File: src/rtl/tune_pkg.sv
// Shared types and constants for the tune sequencer: FSM states, ROM entry layout,
// tune region bases and the active-low key codes understood by the tone generator.
package tune_pkg;

  typedef enum logic [2:0] {
    ST_IDLE,
    ST_LOAD,
    ST_PLAY,
    ST_GAP,
    ST_DONE
  } state_t;

  typedef struct packed {
    logic [7:0] key;
    logic [3:0] beats;
  } rom_entry_t;

  localparam logic [5:0] TUNE_BASE [0:2] = '{6'd0, 6'd16, 6'd32};
  localparam logic [3:0] END_BEATS  = 4'd0;
  localparam logic [7:0] KEY_SILENT = 8'hff;
  localparam logic [1:0] TUNE_NONE  = 2'd3;

  // One key line pulled low per note, low octave DO..SI then high DO.
  localparam logic [7:0] NOTE_DO  = 8'hfe;
  localparam logic [7:0] NOTE_RE  = 8'hfd;
  localparam logic [7:0] NOTE_MI  = 8'hfb;
  localparam logic [7:0] NOTE_FA  = 8'hf7;
  localparam logic [7:0] NOTE_SO  = 8'hef;
  localparam logic [7:0] NOTE_LA  = 8'hdf;
  localparam logic [7:0] NOTE_SI  = 8'hbf;
  localparam logic [7:0] NOTE_HDO = 8'h7f;

  function automatic logic [1:0] first_pending(input logic [2:0] p);
    if (p[0]) return 2'd0;
    if (p[1]) return 2'd1;
    if (p[2]) return 2'd2;
    return TUNE_NONE;
  endfunction

  function automatic logic [5:0] base_addr(input logic [1:0] k);
    return (k == TUNE_NONE) ? 6'd0 : TUNE_BASE[k];
  endfunction

endpackage

File: src/rtl/tune_rom.sv
// Combinational melody ROM: 16 entries per tune, {key, beats}, beats==0 ends a tune.
// TUNE2_NOTES trims tune 2; at 16 the region has no end marker at all.
module tune_rom
  import tune_pkg::*;
#(
  parameter int TUNE2_NOTES = 12
) (
  input  logic [5:0] addr,
  output rom_entry_t entry
);

  localparam rom_entry_t TUNE2 [0:15] = '{
    '{NOTE_LA, 4'd3}, '{NOTE_SI, 4'd3}, '{NOTE_HDO, 4'd2}, '{NOTE_SO, 4'd1},
    '{NOTE_FA, 4'd2}, '{NOTE_MI, 4'd1}, '{NOTE_RE, 4'd2},  '{NOTE_DO, 4'd3},
    '{NOTE_MI, 4'd1}, '{NOTE_SO, 4'd2}, '{NOTE_LA, 4'd1},  '{NOTE_HDO, 4'd2},
    '{NOTE_SI, 4'd1}, '{NOTE_LA, 4'd2}, '{NOTE_SO, 4'd1},  '{NOTE_DO, 4'd4}
  };

  always_comb begin
    entry = '{key: KEY_SILENT, beats: END_BEATS};
    case (addr)
      6'd0:  entry = '{key: NOTE_DO,  beats: 4'd2};
      6'd1:  entry = '{key: NOTE_MI,  beats: 4'd1};
      6'd2:  entry = '{key: NOTE_SO,  beats: 4'd1};
      6'd16: entry = '{key: NOTE_HDO, beats: 4'd1};
      default: begin
        if (addr[5:4] == 2'd2 && int'(addr[3:0]) < TUNE2_NOTES)
          entry = TUNE2[addr[3:0]];
      end
    endcase
  end

endmodule

File: src/rtl/tune_sequencer.sv
// Fixed-priority tune player: latches one-cycle requests, walks the selected ROM region
// and drives the tone generator key code and enable, with preemption by higher priority.
module tune_sequencer
  import tune_pkg::*;
#(
  parameter int BEAT_DIV    = 2500000,
  parameter int GAP_CYCLES  = 250000,
  parameter int TUNE2_NOTES = 12
) (
  input  logic       clk,
  input  logic       rst_n,
  input  logic [2:0] req,
  input  logic       mute,
  output logic [7:0] key_code,
  output logic       music_en,
  output logic       busy,
  output logic [1:0] cur_tune,
  output logic       done,
  output state_t     fsm_state
);

  localparam int CW = (BEAT_DIV > 1) ? $clog2(BEAT_DIV) : 1;
  localparam int GW = (GAP_CYCLES > 2) ? $clog2(GAP_CYCLES) : 1;
  localparam logic [CW-1:0] CYC_LAST = CW'(BEAT_DIV - 1);
  // The GAP state is one cycle short: the following LOAD fetch is the last silent cycle.
  localparam logic [GW-1:0] GAP_LAST = GW'((GAP_CYCLES > 1) ? GAP_CYCLES - 2 : 0);

  state_t         state;
  logic [2:0]     pending;
  logic [5:0]     addr;
  logic [3:0]     beat_cnt;
  logic [CW-1:0]  cyc_cnt;
  logic [GW-1:0]  gap_cnt;

  rom_entry_t     entry;
  logic [1:0]     grant;
  logic [2:0]     grant_mask;
  logic [2:0]     drop_mask;
  logic [2:0]     set_mask;
  logic           any_pending;
  logic           preempt;
  logic           take;

  tune_rom #(.TUNE2_NOTES(TUNE2_NOTES)) u_rom (
    .addr  (addr),
    .entry (entry)
  );

  always_comb begin
    grant       = first_pending(pending);
    any_pending = |pending;
    grant_mask  = any_pending ? (3'b001 << grant) : 3'b000;
    drop_mask   = (cur_tune != TUNE_NONE) ? (3'b001 << cur_tune) : 3'b000;
    set_mask    = req & ~drop_mask;
    preempt     = (state inside {ST_LOAD, ST_PLAY, ST_GAP}) && (grant < cur_tune);
    take        = preempt || ((state == ST_IDLE || state == ST_DONE) && any_pending);
  end

  assign fsm_state = state;

  always_ff @(posedge clk or negedge rst_n) begin
    if (!rst_n) begin
      state    <= ST_IDLE;
      pending  <= 3'b000;
      addr     <= 6'd0;
      beat_cnt <= 4'd0;
      cyc_cnt  <= '0;
      gap_cnt  <= '0;
      key_code <= KEY_SILENT;
      music_en <= 1'b0;
      busy     <= 1'b0;
      cur_tune <= TUNE_NONE;
      done     <= 1'b0;
    end else begin
      done    <= 1'b0;
      // A grant on the same edge as a request for that tune wins; the request is lost.
      pending <= (pending | set_mask) & ~(take ? grant_mask : 3'b000);
      if (take) begin
        state    <= ST_LOAD;
        addr     <= base_addr(grant);
        cur_tune <= grant;
        busy     <= 1'b1;
        music_en <= 1'b0;
      end else begin
        case (state)
          ST_IDLE: begin
            busy <= 1'b0;
          end
          ST_LOAD: begin
            if (entry.beats == END_BEATS) begin
              state    <= ST_DONE;
              done     <= 1'b1;
              key_code <= KEY_SILENT;
              cur_tune <= TUNE_NONE;
              music_en <= 1'b0;
            end else begin
              state    <= ST_PLAY;
              key_code <= entry.key;
              beat_cnt <= entry.beats;
              cyc_cnt  <= '0;
              music_en <= ~mute;
            end
          end
          ST_PLAY: begin
            music_en <= ~mute;
            if (cyc_cnt == CYC_LAST) begin
              cyc_cnt  <= '0;
              beat_cnt <= beat_cnt - 4'd1;
              if (beat_cnt == 4'd1) begin
                state    <= ST_GAP;
                key_code <= KEY_SILENT;
                music_en <= 1'b0;
                gap_cnt  <= '0;
              end
            end else begin
              cyc_cnt <= cyc_cnt + CW'(1);
            end
          end
          ST_GAP: begin
            if (gap_cnt == GAP_LAST) begin
              if (addr[3:0] == 4'hf) begin
                state    <= ST_DONE;
                done     <= 1'b1;
                key_code <= KEY_SILENT;
                cur_tune <= TUNE_NONE;
                music_en <= 1'b0;
              end else begin
                addr  <= addr + 6'd1;
                state <= ST_LOAD;
              end
            end else begin
              gap_cnt <= gap_cnt + GW'(1);
            end
          end
          ST_DONE: begin
            state <= ST_IDLE;
            busy  <= 1'b0;
          end
          default: begin
            state <= ST_IDLE;
          end
        endcase
      end
    end
  end

endmodule

File: config.mk
export PLATFORM = sky130hd
export DESIGN_NAME = tune_sequencer
export DESIGN_NICKNAME = d
export VERILOG_FILES = /design/src/rtl/tune_pkg.sv /design/src/rtl/tune_rom.sv /design/src/rtl/tune_sequencer.sv
export SDC_FILE = /design/constraint.sdc
export NUM_CORES = 1
export LEC_CHECK = 0
export ABC_AREA = 1
export CAP_MARGIN = 15
export CORE_ASPECT_RATIO = 0.9
export CORE_MARGIN = 4
export CORE_UTILIZATION = 60
export DETAILED_ROUTE_END_ITERATION = 10
export PLACE_DENSITY = 0.89
export SYNTH_ARGS = -nofsm -noshare
export SYNTH_HDL_FRONTEND = slang
export SYNTH_SLANG_ARGS = --single-unit
File: constraint.sdc
create_clock -name clk -period 2.4 [get_ports clk]
set_input_delay 0.24 -clock clk [delete_from_list [all_inputs] [get_ports clk]]
set_output_delay 0.24 -clock clk [all_outputs]
set_load 0.03 [all_outputs]
Yosys cells after proc, flatten, opt, wreduce, memory -nomap -nowiden
Memory sizes are Yosys's and may differ from the RTL's. Cells that the tools add are included.

Memories kept: 1. Input port bits: 6. Bits in read-only memories: 192. Register bits after elaboration: 69. Logic and storage cells: 153.

Memory list: (no name shown) (depth 16, width 12, read ports 1, clocked after memory_dff 0, write ports 0, line tune_rom.sv:28) `entry = TUNE2[addr[3:0]];`.

Multiplexer cells: 69. Bitwise gates (word level): 9. $add $sub $neg: 4. $lt $le $gt $ge: 4. Shifts and indexed selects: 2. Equal/unequal tests: 27. Reduce and logical (&&, ||, !) cells: 26.

Operators with widths (number): $mux W18 (3); $pmux W12 S4 (1); $mux W22 (2); $pmux W22 S2 (1); $mux W6 (7); $mux W8 (5); $mux W12 (3); $pmux W18 S2 (1); $mux W3 (9); $pmux W8 S3 (1); $add A22 B1 Y22 const B (1); $eq A22 B22 Y1 const B (1); $mux W2 (10); $add A18 B1 Y18 const B (1); $eq A18 B18 Y1 const B (1); $mux W1 (18); $ne A3 B2 Y1 const B (5); $bmux W6 S2 (1); $pmux W3 S4 (1); $reduce_and A4 Y1 (3); $ne A2 B2 Y1 const B (5); $reduce_bool A2 Y1 (5); $reduce_and A3 Y1 (3); $mux W4 (2); 38 further kinds (51).

Logic depth before layout (Yosys ltp)
Depth after elaboration: 13. Mapped depth: 14. Gate-level depth less buffers: 13.

Modules after synthesis
Synthesis repeated with hierarchy kept, for this count alone.

Cells, all modules: 729. Area total of the unflattened synthesis: 4840.9 sq um.

Modules (own cells, without submodules): tune_sequencer (seq. area each 1739.2 sq um, cells each 656, instances 1, area an instance 4474.3 sq um); tune_rom (seq. area each 0.0 sq um, cells each 73, instances 1, area an instance 366.6 sq um).

Worst setup path before layout
OpenSTA, ideal clock, no wires.

Path kind: flip-flop to flip-flop. From: reg cur_tune[1]. To: reg gap_cnt[12]. Stages on the path, launching flop included: 13. Data required time: 2.283 ns. Slack: 0.457 ns. Period minus slack after synthesis: 1.943 ns. Library setup time: 0.117 ns. Data arrival time: 1.826 ns. Buffers on the path: 1. Path through: dfstp_2 > inv_1 > ha_1 > nand2_1 > nand2_1 > nand2_2 > inv_4 > nand2_2 > nor2_4 > nand2_4 > buf_6 > nand2_1 > nand2_1.

Word-level cells in the longest chain between the ends: 5.

RTL lines: start, declared (line tune_sequencer.sv:17) `output logic [1:0] cur_tune,`; start signal, assigned (line tune_sequencer.sv:81) `cur_tune <= grant;`; $lt A2 B2 Y1 (line tune_sequencer.sv:55) `preempt = (state inside {ST_LOAD, ST_PLAY, ST_GAP}) && (grant < cur_tune);`; $logic_and A1 B1 Y1 (line tune_sequencer.sv:55); $logic_or A1 B1 Y1 (line tune_sequencer.sv:56) `take = preempt || ((state == ST_IDLE || state == ST_DONE) && any_pending);`; $not A1 Y1 (no line); $reduce_and A5 Y1 (no line); end signal, assigned (line tune_sequencer.sv:132) `gap_cnt <= gap_cnt + GW'(1);`; end, declared (line tune_sequencer.sv:33) `logic [GW-1:0] gap_cnt;`.

Every way passes these cells. A chain may end at the register's enable or synchronous reset.

Worst setup path in the final report
From: reg addr[0]. To: reg cyc_cnt[8].

Word-level cells in the longest chain between the ends: 9. Elaborated cells on any way between the ends: 15. Those cells by class: 1 x order compare; 4 x eq/ne; 4 x mux; 1 x bitwise; 4 x reduce/logical; 1 x memory.

RTL lines: start, declared (line tune_sequencer.sv:30) `logic [5:0] addr;`; start signal, assigned (line tune_sequencer.sv:80) `addr <= base_addr(grant);`; start signal, assigned (line tune_sequencer.sv:128) `addr <= addr + 6'd1;`; $not A4 Y5 (not written as such) (line tune_rom.sv:28); $mem_v2 Z16 W12; $mux W12 (not written as such) (2 in series) (line tune_rom.sv:28); $mux W12 (line tune_rom.sv:27) `if (addr[5:4] == 2'd2 && int'(addr[3:0]) < TUNE2_NOTES)`; $pmux W12 S4 (*) (line tune_rom.sv:21) `case (addr)`; $logic_not A4 Y1 (*) (line tune_sequencer.sv:90) `if (entry.beats == END_BEATS) begin`; $ne A2 B2 Y1 (no line) (*); $reduce_and A3 Y1 (no line) (*); end signal, assigned (line tune_sequencer.sv:116) `cyc_cnt <= cyc_cnt + CW'(1);`; end, declared (line tune_sequencer.sv:32) `logic [CW-1:0] cyc_cnt;`.

Every way passes the cells marked *; elsewhere a longest branch is shown, timed or not. The select of a mux whose other input is x is not followed.

==> impl_summary.md <==
Outcome
The flow ran to the end, and the final reports show no timing, DRC or antenna violations.

Layout
The final layout net count is 799. Measured on the finished design, the core utilization comes to 68.6%. The relative area change from synthesis to final layout is 9.50%. Fill cells in the final layout number 711.

In the layout the commonest cells are sky130_fd_sc_hd__nand2_1 (223), sky130_fd_sc_hd__nor2_1 (126), sky130_fd_sc_hd__nand3_1 (87). In the final layout, the share of cells above drive strength 1 is 12.4%. After routing the design area is 5640 um2. The most common cell after layout, fill and taps aside is sky130_fd_sc_hd__nand2_1. The diode insertion count for antenna repair is 0.

Flow run
The count of max-cap constraint violations is 0.

STA
Setup violations remaining at the end of the flow were counted as 0. The ratio of final minimum period to clock period is 93.0%. Setup slack on the critical path of the routed design comes to 0.169 ns.

The final number of max-transition violations is 0. The actual slew at the worst max-slew pin is 0.467 ns. The count of endpoints failing hold in the final timing report was 0. The post-route setup TNS is 0 ns.

Setup repair after global routing left no endpoint under its margin. Timing would allow up to 448 MHz. The maximum clock skew at final layout is 0.0156 ns. The clock period could shrink to 2.23 ns. Headroom to the max-slew limit came out at 68.9%.

Global routing
The initial antenna violation count is 0. The first global-routing pass estimated 21,400 um of wire. The via count of the first global-routing pass is 4,664. Global routing used 25.8% of the available tracks across all layers. Global routing finished with a remaining overflow of 0. The largest net degree at the start of global routing is 70.

Power
The register share of total power is 30.3%. The share of power burned in combinational logic is 53.8%. After layout, the design draws a total of 5.44 mW. Of the total power, the share spent switching nets is 50.0%.

The leakage power summed over all cells is 2.49 nW. The internal portion of the total power is 2.72 mW. The proportion of power drawn by the clock network is 15.8%.

The reported net switching power is 2.72 mW. IR analysis of the VDD net gives a maximum drop of 1.15 mV. Dividing total power by cell area gives a power density of 965 nW/um2.

Routing
Across all layers, the routed design uses 4,951 vias. For this run, design rule violations remaining after detail routing come to 0. In this run the remaining antenna-violating nets after routing total 0. For this block, the initial DRC count from the detailed router was 443. The final wirelength is 12,500 um.

Using the TritonRoute via totals, the vias-per-cell ratio works out to 5.51. The detailed-router iteration count before antenna repair is 5. The detail-routed net length per standard cell is 13.9 um.

Die
The number of standard-cell rows in the floorplan is 31. The die span in y is 95.9 um. For this configuration, the core starts out at a cell density of 62.6%. The die covers 10,100 um2.

The floorplan step set the die width to 106 um. 22 I/O pins were placed. The core footprint is 8220 um2.

Yosys
Yosys attributes the largest share of cell area to sky130_fd_sc_hd__dfrtp_1 (29%), sky130_fd_sc_hd__nand2_1 (16%), sky130_fd_sc_hd__nor2_1 (9.2%), sky130_fd_sc_hd__nand3_1 (8.5%), sky130_fd_sc_hd__dfstp_2 (5.1%). The sequential-to-total area share from yosys stat is 33.8%. Summed over its instances, the top area cell type makes up 28.7% of the synthesized netlist area. The cell count after synthesis is 752. The Yosys step of the flow raised 0 warnings.

Synthesis inferred 69 register bits. The top cell type by total area after synthesis is sky130_fd_sc_hd__dfrtp_1. The total nets after synthesis is 773. The number of different library cells in the post-synthesis netlist is 39. The synthesized area per cell is 6.85 um2. The mapped netlist covers 5150 um2.

Clock network
At the later pin of the worst-skew pair, clock insertion delay measures 0.36 ns. CTS saw 69 sinks. The clock transition at the registers of the reported paths is 0.08 ns. The number of buffers added by the clock tree synthesis step is 9. TritonCTS built the clock tree. The clock root buffer master is sky130_fd_sc_hd__clkbuf_8. In this run the number of H-tree levels came out at 3. The number of buffers on the longest clock path is 2.

Place
Prior to clock tree synthesis, the placed netlist has a worst setup slack of 0.148 ns. The area after detailed placement is 5440 um2. The global placement routability congestion is 0.922.

Port buffering added 21 buffers. Summed over all nets, the half-perimeter wirelength after detailed placement is 9070 um.

Critical path
Of all nets on the critical path, the largest fanout is 37. The worst setup path is launched from a register. For the worst setup path, the data required time is 2.63 ns. For the worst setup path, the data arrival time is 2.46 ns.

The critical path capture point type is a register. The category of the critical setup timing path is register to register.

Worst hold path
The worst hold path class is input pin to async pin.
-- synth_stat cells, drive strengths merged --
master  instances
a21boi          1
a21oi          16
nor2          136
nand3          94
o211ai          1
buf            12
clkinv          1
o31ai           1
o21bai          3
nand2         240
or2             2
nor4            1
nor3           10
dfstp          10
clkbuf          4
ha             15
xor2           15
dfrtp          59
inv            68
xnor2           9
o21ai          37
nand4          17
-- worst max-delay path, cell delays in order, from the launching register on --
cell and delay, ns:
sky130_fd_sc_hd__dfrtp_1 0.48, sky130_fd_sc_hd__inv_1 0.19, sky130_fd_sc_hd__ha_1 0.25, sky130_fd_sc_hd__nand3_1 0.18, sky130_fd_sc_hd__nand3_2 0.13, sky130_fd_sc_hd__nor2_4 0.19, sky130_fd_sc_hd__nand2_4 0.13, sky130_fd_sc_hd__nand2_8 0.14
sky130_fd_sc_hd__nand2_8 0.21, sky130_fd_sc_hd__nand2_1 0.15, sky130_fd_sc_hd__o21ai_2 0.05
-- flip-flops by register name, summed over array words and instances, names as in the netlist --
register / cells
cur_tune: 2
addr: 6
gap_cnt: 18
busy: 1
music_en: 1
beat_cnt: 4
key_code: 8
pending: 3
cyc_cnt: 22
fsm_state: 3
done: 1
-- routing by layer --
layer | track usage [%] | share of wire [%]
met1 | 36.0 | 46
met2 | 41.8 | 46
met3 | 3.55 | 6.4
met4 | 8.31 | 1.2
met5 | 0 | 0
-- power groups by stage --
stage	logic [mW]	clock network (mW)	registers, mW
global placement	2.75	0	1.65
CTS	2.87	0.875	1.65
detailed placement	2.85	0	1.66
finish	2.93	0.860	1.65
global route	3.25	0.920	1.68
floorplan	2.06	0	1.88
-- layout make-up --
class,count,area (um2),area share (%)
clock buffers,9,124,2.20
multi-input cells,598,3020,53.6
repair buffers,31,295,5.24
clock inverters,7,48.8,0.865
inverters,69,268,4.75
well taps,115,144,2.55
flip-flops and latches,69,1740,30.8
-- per-stage QoR --
| stage | hold slack (ns) | instances |
|---|---|---|
| 6_report | 0.445 | 898 |
| 5_1_grt | 0.488 | 898 |
| 4_1_cts | 0.462 | 898 |
| 3_5_place_dp | 0.294 | 881 |
| 3_3_place_gp | 0.287 | 881 |
| 2_1_floorplan | -0.0556 | 752 |
-- repair_timing --
item                                    4_1_cts  5_1_grt
hold buffers                                  1        0
resized for setup                             0        3
setup buffers                                 0        0
endpoints found under the hold margin        59        0
endpoints found under the setup margin        0       32
-- logic make-up after synthesis --
group | share of synthesized area [%]
AOI/OAI and AO/OA | 7.41
xor gates and xnor gates | 4.08
adders and majority gates | 3.64
buffers and inverters | 7.87
DFF | 33.8
and+or+nand+nor | 43.2
-- worst paths after layout --
check                       startpoint          end  slack (ns)  depth (start not counted)
setup / recovery               addr[0]   cyc_cnt[8]        0.17                         10
hold / removal                   rst_n   gap_cnt[6]        0.44                          3
setup reg to reg               addr[0]   cyc_cnt[8]        0.17                         10
hold reg to reg            key_code[4]  key_code[4]        0.48                          2
max in group asynchronous        rst_n  cur_tune[1]        1.62                          3
min in group clk           key_code[4]  key_code[4]        0.48                          2
Power figures use the tool's default switching activity.
